`src/rtl/uart_cmd_ctrl_pkg.sv`:
```
// Shared constants and FSM state type for the UART command front end.
// Command codes, acknowledge byte and strobe bit positions live here.
package uart_cmd_ctrl_pkg;

  localparam logic [7:0] CMD_WR   = 8'h57;
  localparam logic [7:0] CMD_RD   = 8'h52;
  localparam logic [7:0] ACK_BYTE = 8'h4B;

  localparam int WR_BIT = 1;
  localparam int RD_BIT = 0;

  typedef enum logic [2:0] {
    ST_IDLE,
    ST_GET_ADDR,
    ST_GET_DATA,
    ST_WR_ISSUE,
    ST_RD_ISSUE,
    ST_WAIT_RESP,
    ST_TX_SEND
  } state_e;

endpackage

```
`src/rtl/uart_cmd_ctrl_shifter.sv`:
```
// Response serializer: loads 1 or 4 bytes and hands them MSB first to the
// transmitter over a valid/ready handshake, with a gap cycle between bytes.
module cmd_resp_shifter (
  input  logic        clk,
  input  logic        rst,
  input  logic        load,
  input  logic        len4,
  input  logic [31:0] load_data,
  input  logic        tx_rdy,
  output logic [7:0]  tx_data,
  output logic        tx_vld,
  output logic        done
);

  logic [31:0] buf_q, buf_d;
  logic [1:0]  rem_q, rem_d;
  logic        vld_q, vld_d;
  logic        pend_q, pend_d;

  always_comb begin
    buf_d  = buf_q;
    rem_d  = rem_q;
    vld_d  = vld_q;
    pend_d = pend_q;
    done   = 1'b0;
    if (load) begin
      buf_d  = load_data;
      rem_d  = len4 ? 2'd3 : 2'd0;
      vld_d  = 1'b1;
      pend_d = 1'b0;
    end else if (vld_q && tx_rdy) begin
      vld_d = 1'b0;
      if (rem_q == 2'd0) begin
        done = 1'b1;
      end else begin
        rem_d  = rem_q - 2'd1;
        buf_d  = {buf_q[23:0], 8'h00};
        pend_d = 1'b1;
      end
    end else if (pend_q) begin
      vld_d  = 1'b1;
      pend_d = 1'b0;
    end
  end

  always_ff @(posedge clk or posedge rst) begin
    if (rst) begin
      buf_q  <= 32'h0;
      rem_q  <= 2'd0;
      vld_q  <= 1'b0;
      pend_q <= 1'b0;
    end else begin
      buf_q  <= buf_d;
      rem_q  <= rem_d;
      vld_q  <= vld_d;
      pend_q <= pend_d;
    end
  end

  assign tx_data = buf_q[31:24];
  assign tx_vld  = vld_q;

endmodule

```
`src/rtl/uart_cmd_ctrl.sv`:
```
// Host command front end: assembles W/R frames from UART bytes, strobes the
// register file, and returns read data or a write ack to the transmitter.
module uart_cmd_ctrl
  import uart_cmd_ctrl_pkg::*;
#(
  parameter int TIMEOUT_CYC = 1_000_000,
  parameter int RESP_WAIT   = 8
) (
  input  logic        CLK_100M,
  input  logic        SYS_RST,
  input  logic [7:0]  RX_DATA,
  input  logic        RX_VLD,
  output logic [7:0]  TX_DATA,
  output logic        TX_VLD,
  input  logic        TX_RDY,
  output logic [1:0]  UART_STATE,
  output logic [7:0]  UART_ADDR,
  output logic [31:0] UART_DATA,
  input  logic [1:0]  REG_STATE,
  input  logic [31:0] REG_DATA,
  output logic        CMD_BUSY,
  output logic        CMD_ERR
);

  // One timer serves both the inter-byte and the response timeout.
  localparam int TW = $clog2(TIMEOUT_CYC + RESP_WAIT + 1);
  localparam logic [TW-1:0] TMO_LAST = TW'(TIMEOUT_CYC - 1);
  localparam logic [TW-1:0] RSP_LAST = TW'(RESP_WAIT - 1);

  state_e        state_q, state_d;
  logic [TW-1:0] tmr_q, tmr_d;
  logic [1:0]    cnt_q, cnt_d;
  logic          is_rd_q, is_rd_d;
  logic [7:0]    addr_q, addr_d;
  logic [31:0]   data_q, data_d;
  logic          err_q, err_d;

  logic          ld;
  logic          ld_len4;
  logic [31:0]   ld_data;
  logic          tx_done;
  logic          resp_hit;

  assign resp_hit = is_rd_q ? REG_STATE[RD_BIT] : REG_STATE[WR_BIT];

  always_comb begin
    state_d = state_q;
    tmr_d   = tmr_q;
    cnt_d   = cnt_q;
    is_rd_d = is_rd_q;
    addr_d  = addr_q;
    data_d  = data_q;
    err_d   = 1'b0;
    ld      = 1'b0;
    ld_len4 = 1'b0;
    ld_data = 32'h0;
    unique case (state_q)
      ST_IDLE: begin
        if (RX_VLD) begin
          if (RX_DATA == CMD_WR || RX_DATA == CMD_RD) begin
            is_rd_d = (RX_DATA == CMD_RD);
            tmr_d   = '0;
            state_d = ST_GET_ADDR;
          end else begin
            err_d = 1'b1;
          end
        end
      end
      ST_GET_ADDR: begin
        if (RX_VLD) begin
          addr_d  = RX_DATA;
          tmr_d   = '0;
          cnt_d   = 2'd0;
          state_d = is_rd_q ? ST_RD_ISSUE : ST_GET_DATA;
        end else if (tmr_q == TMO_LAST) begin
          err_d   = 1'b1;
          state_d = ST_IDLE;
        end else begin
          tmr_d = tmr_q + 1'b1;
        end
      end
      ST_GET_DATA: begin
        if (RX_VLD) begin
          data_d = {data_q[23:0], RX_DATA};
          tmr_d  = '0;
          cnt_d  = cnt_q + 2'd1;
          if (cnt_q == 2'd3) state_d = ST_WR_ISSUE;
        end else if (tmr_q == TMO_LAST) begin
          err_d   = 1'b1;
          state_d = ST_IDLE;
        end else begin
          tmr_d = tmr_q + 1'b1;
        end
      end
      ST_WR_ISSUE, ST_RD_ISSUE: begin
        err_d   = RX_VLD;
        tmr_d   = '0;
        state_d = ST_WAIT_RESP;
      end
      ST_WAIT_RESP: begin
        err_d = RX_VLD;
        if (resp_hit) begin
          ld      = 1'b1;
          ld_len4 = is_rd_q;
          ld_data = is_rd_q ? REG_DATA : {ACK_BYTE, 24'h0};
          state_d = ST_TX_SEND;
        end else if (tmr_q == RSP_LAST) begin
          err_d   = 1'b1;
          state_d = ST_IDLE;
        end else begin
          tmr_d = tmr_q + 1'b1;
        end
      end
      ST_TX_SEND: begin
        err_d = RX_VLD;
        if (tx_done) state_d = ST_IDLE;
      end
      default: state_d = ST_IDLE;
    endcase
  end

  always_ff @(posedge CLK_100M or posedge SYS_RST) begin
    if (SYS_RST) begin
      state_q <= ST_IDLE;
      tmr_q   <= '0;
      cnt_q   <= 2'd0;
      is_rd_q <= 1'b0;
      addr_q  <= 8'h00;
      data_q  <= 32'h0;
      err_q   <= 1'b0;
    end else begin
      state_q <= state_d;
      tmr_q   <= tmr_d;
      cnt_q   <= cnt_d;
      is_rd_q <= is_rd_d;
      addr_q  <= addr_d;
      data_q  <= data_d;
      err_q   <= err_d;
    end
  end

  cmd_resp_shifter u_shifter (
    .clk       (CLK_100M),
    .rst       (SYS_RST),
    .load      (ld),
    .len4      (ld_len4),
    .load_data (ld_data),
    .tx_rdy    (TX_RDY),
    .tx_data   (TX_DATA),
    .tx_vld    (TX_VLD),
    .done      (tx_done)
  );

  assign UART_STATE[WR_BIT] = (state_q == ST_WR_ISSUE);
  assign UART_STATE[RD_BIT] = (state_q == ST_RD_ISSUE);
  assign UART_ADDR          = addr_q;
  assign UART_DATA          = data_q;
  assign CMD_BUSY           = (state_q != ST_IDLE);
  assign CMD_ERR            = err_q;

endmodule

```
`config.mk`:
```
export PLATFORM = sky130hd
export DESIGN_NAME = uart_cmd_ctrl
export DESIGN_NICKNAME = d
export VERILOG_FILES = /design/src/rtl/uart_cmd_ctrl_pkg.sv /design/src/rtl/uart_cmd_ctrl_shifter.sv /design/src/rtl/uart_cmd_ctrl.sv
export SDC_FILE = /design/constraint.sdc
export NUM_CORES = 1
export LEC_CHECK = 0
export CORE_MARGIN = 10
export CORE_UTILIZATION = 56
export DETAILED_ROUTE_END_ITERATION = 16
export PLACE_DENSITY = 0.86
export SLEW_MARGIN = 20
export SYNTH_ARGS = -nofsm -noshare
export SYNTH_HDL_FRONTEND = slang
export SYNTH_SLANG_ARGS = --single-unit
```
`constraint.sdc`:
```
create_clock -name CLK_100M -period 5.25 [get_ports CLK_100M]
set_clock_uncertainty 0.05 [all_clocks]
set_input_delay 1.05 -clock CLK_100M [delete_from_list [all_inputs] [get_ports CLK_100M]]
set_output_delay 1.05 -clock CLK_100M [all_outputs]
set_load 0.005 [all_outputs]
```
# [Word level (Yosys, flattened, before mapping)]
# Cells that the tools add are included.
[op_classes] add_sub_neg=3 reduce_logical=19 n_mux=52 eq_ne=23
[op_table] operator="$mux 32" count=6
[op_table] operator="$mux 20" count=6
[op_table] operator="$pmux 20 s4" count=1
[op_table] operator="$mux 3" count=10
[op_table] operator="$add 20x1->20 const B" count=1
[op_table] operator="$eq 20x20->1 const B" count=1
[op_table] operator="$eq 20x3->1 const B" count=1
[op_table] operator="$mux 1" count=20
[op_table] operator="$pmux 3 s6" count=1
[op_table] operator="$eq 8x7->1 const B" count=2
[op_table] operator="$ne 2x2->1 const B" count=8
[op_table] operator="$mux 2" count=6
[op_table] operator="$ne 3x3->1 const B" count=4
[op_table] operator="$eq 3x3->1 const B" count=3
[op_table] operator="$eq 3x2->1 const B" count=2
[op_table] operator="$reduce_and 2->1" count=3
[op_table] operator="$reduce_and 3->1" count=2
[op_table] operator="$reduce_and 6->1" count=1
[op_table] operator="$reduce_bool 3->1" count=2
[op_table] operator="$reduce_and 5->1" count=1
[op_table] operator="$pmux 1 s4" count=1
[op_table] operator="$pmux 2 s2" count=1
[op_table] operator="$reduce_bool 2->1" count=2
[op_table] operator="$reduce_bool 4->1" count=1
[op_table] operator="10 further kinds" count=11
[word_totals] wordCells=108 output_inout_bits=53 reg_bits=103

# [Longest topological paths before layout]
[depth] depth_word=6 ltp_mapped=10 depth_no_buf=7

# [By module]
# From an unflattened synthesis, not the netlist that was laid out.
[hier_totals] cells_unflattened=532 area_unflattened_um2=5211.2
[modules_own_cells] module="uart_cmd_ctrl" cells_each=338 area_each_um2=3484.6 instances=1
[modules_own_cells] module="cmd_resp_shifter" cells_each=194 area_each_um2=1726.7 instances=1

# [Least setup slack after synthesis]
# Ideal clock, no wire load.
[synth_timing] path_kind="input port to flip-flop" start="in RX_DATA[7]" end="reg tmr_q[18]" n_path_buf=1 setup_ps=77 required_ps=5123 arrival_ps=2620 setup_slack_ps=2503 path_stages=7 cell_sequence="nor4b_4 > and4_1 > o211ai_2 > or2_0 > buf_2 > or4_1 > a21oi_1"
[synth_via] elab_chain_len=4
[synth_lines] element="start, declared" line_no="uart_cmd_ctrl.sv:11" text="input logic [7:0] RX_DATA,"
[synth_lines] element="$eq 8x7->1" line_no="uart_cmd_ctrl.sv:60" text="if (RX_DATA == CMD_WR || RX_DATA == CMD_RD) begin"
[synth_lines] element="$logic_or 1x1->1 *" line_no="uart_cmd_ctrl.sv:60"
[synth_lines] element="$ne 2x2->1 (no source line) *"
[synth_lines] element="$reduce_and 6->1 (no source line) *"
[synth_lines] element="end signal, assigned" line_no="uart_cmd_ctrl.sv:133" text="tmr_q <= tmr_d;"
[synth_lines] element="end, declared" line_no="uart_cmd_ctrl.sv:31" text="logic [TW-1:0] tmr_q, tmr_d;"
# Mark *: on every way between the ends. The rest lies on a longest branch, timed or not.
# A chain may end at the register's enable or synchronous reset.

# [Worst setup path in the final report]
# Same ends and word-level chain as after synthesis.

==> results.py <==
metrics = {
    "synthesis": {
        "yosysWarnings": 0,
        "ys_async_sr_fraction": 1.00,
        "ys_types": 41,
        "synth_ff_type": "dfrtp_1",
        "synth_edf_count": 0,
        "synth_nets": 624,
        "yosysTopAreaCellShare": 0.524,
        "ys_ff_latch": 103,
        "synth_area_leaders": "dfrtp_1 52%, nand2_1 15%, a31oi_1 3.2%",
        "avgSynthCellArea_um2": 8.58,
        "syn_area_um2": 4920,
        "syn_inst": 574,
        "seq_area_frac_synth": 0.524,
        "synth_top_area_cell": "dfrtp_1",
    },
    "pwr": {
        "p_total_uw": 2730,
        "combPwrFrac": 0.382,
        "p_sw_uw": 987,
        "netSwitchingFraction": 0.361,
        "power.density_nw_per_um2": 452,
        "power_leakage_uw": 0.00274,
        "power_frac_clock": 0.172,
        "sequentialPowerShare": 0.446,
        "vdd_drop_max_mv": 0.273,
        "internal_power_uw": 1740,
    },
    "critical_path": {
        "rr_worst_depth": 7,
        "cp.arrival_ps": 3710,
        "required_ps": 5480,
        "cp_num_buf_inv": 1,
        "rr_endpoint": "tmr_q[3]",
        "cp_cell_sequence": "clkdlybuf4s50_1, nor4b_4, and4_1, o211ai_2, or2_0, or4_1, a21oi_1",
        "critPathTopFamily": "simple AND/OR/NAND/NOR gates",
        "cpPeakStageDelay_ps": 590,
        "crit_path_top_delay_cell": "or4_1",
        "crit_type": "in -> reg",
        "timing.rr.start": "tmr_q[11]",
        "critPathLaunchType": "input pin",
        "critPathCaptureType": "flip-flop",
        "r2r_slack_ps": 2590,
        "path_max_fanout": 15,
    },
    "timing": {
        "tns_ps": 0,
        "finalCritPeriodShare": 0.663,
        "max_slew_margin": 0.296,
        "rsz0062_at_grt": "false",
        "fmax_mhz": 288,
        "tightest_slew_ps": 1050,
        "drv_slew": 0,
        "min_period_ps": 3480,
        "hold_viol": 0,
        "setup_viol": 0,
    },
    "placed_design": {
        "routabilityCongestion": 0.919,
        "dp_hpwl_um": 8550,
        "io_buffer_count": 98,
        "place_area_um2": 5860,
        "dp.cells": 738,
    },
    "floorplanning": {
        "core_um2": 8640,
        "boundaryPins": 99,
        "rows": 34,
        "die-width_um": 114,
        "start_util": 0.570,
        "die_y_um": 114,
        "dieArea_um2": 12900,
    },
    "detailed_routing": {
        "drtIter0Drc": 306,
        "vias": 4250,
        "vias_per_cell": 5.64,
        "drt_wl_total_um": 12200,
        "ant_nets": 0,
        "drc_errors": 0,
        "wl_per_cell_um": 16.2,
        "first_pass_iters": 5,
    },
    "global_route": {
        "grt.overflow.total": 0,
        "grt_pass1_vias": 4019,
        "grt_pass1_wl_um": 20700,
        "antenna_found_initial": 0,
        "grt_usage": 0.190,
        "grt_max_degree": 79,
    },
    "final_layout": {
        "antennaDiodeCount": 0,
        "instances_no_fill": 754,
        "fin_area_um2": 6050,
        "drive_above_1_share": 0.0449,
        "mostFrequentLayoutCells": "197 x nand2_1, 103 x dfrtp_1, 98 x clkdlybuf4s50_1",
        "final_core_util": 0.700,
        "area_growth_pct": 22.8,
        "layout.nets": 691,
        "final_common_cell": "nand2_1",
    },
    "cts": {
        "path_clk_slew_ps": 100,
        "clock-sinks": 103,
        "hold_buffers": 0,
        "clockRootBuffer": "clkbuf_8",
        "numCtsBuffers": 9,
        "insertion_delay_ps": 360,
        "cts_buffer_depth": 2,
        "cts_tree": "yes",
        "postCtsSetupRepairBufs": 0,
        "cts_max_level": 3,
        "ctsResizeCount": 0,
    },
    "min_path": {
        "hold_path_depth": 2,
        "hold_start": "UART_DATA[30]",
        "hold_end": "UART_DATA[30]",
        "hp-class": "reg -> reg",
    },
    "run_status": {
        "run_status": "completed",
    },
    "run": {
        "cap_violations": 0,
    },
}
## how the worst max path moves through the flow
stage / start / endpoint / slack, ps / cells past startpoint
floorplan: SYS_RST / CMD_ERR / 1450 / 1
global placement: RX_DATA[7] / tmr_q[18] / 1510 / 7
detailed placement: RX_DATA[7] / tmr_q[18] / 1440 / 7
CTS: RX_DATA[7] / tmr_q[18] / 1790 / 7
global route: RX_DATA[7] / tmr_q[18] / 1570 / 7
finish: RX_DATA[7] / tmr_q[18] / 1770 / 7
## logic make-up after synthesis
kind of cell    share of synthesized area
fa+ha+maj                          0.0102
flops                               0.524
simple gates                        0.289
compound gates                      0.102
xor+xnor                           0.0231
buf+inv                            0.0501
mux                               0.00279
## worst register-to-register path, stage by stage, from the launching register on
cell      delay [ps]
dfrtp_1          440
nor4_1           520
nand4_1          150
o32ai_1          290
buf_4            220
or2_0            580
or4_1            220
o211ai_1          80
## through the flow
step                worst slack, ps  hold slack, ps
global placement               1510             409
detailed placement             1440             414
global route                   1570             462
finish                         1770             433
CTS                            1790             437
floorplan                      1450             417
## cell type report
type / instances / area (µm²)
well taps: 108 / 135
flip-flops and latches: 103 / 2580
fillers: 672 / 2590
repair buffers: 102 / 1010
multi-input cells: 417 / 2110
inverters: 8 / 32.5
clock inverters: 5 / 40.0
clock buffers: 11 / 141
## layer usage
layer	track usage	wire length, µm	up-vias
li1	-	-	2058
met1	0.261	5340	2021
met2	0.298	5920	156
met3	0.0362	801	15
met4	0.0584	187	0
met5	0	0	-
## state kept, by name (all words and copies together), names as in the netlist
register	flops
CMD_ERR	1
UART_ADDR	8
UART_DATA	32
cnt_q	2
is_rd_q	1
state_q	3
tmr_q	20
u_shifter.buf_q	32
u_shifter.pend_q	1
u_shifter.rem_q	2
u_shifter.tx_vld	1
## cells in the mapped netlist (6+ instances only)
master    count
dfrtp_1     103
a21oi_1      27
nor4_1       10
inv_1         8
nand3_1      31
o21ai_0      18
nand2_1     198
nand4_1       7
a31oi_1      25
nor3b_1       6
xnor2_1      13
nor2_1       23
buf_4        10
clkbuf_1     31
## power groups by stage
stage	sequential, µW	clock [µW]	combinational (µW)
4_1_cts	1220	476	1060
3_5_place_dp	1230	0	1050
5_1_grt	1250	513	1170
3_3_place_gp	1220	0	1020
6_report	1220	470	1040
2_1_floorplan	1190	0	592
Note: power is estimated with default switching activity, not from simulation.
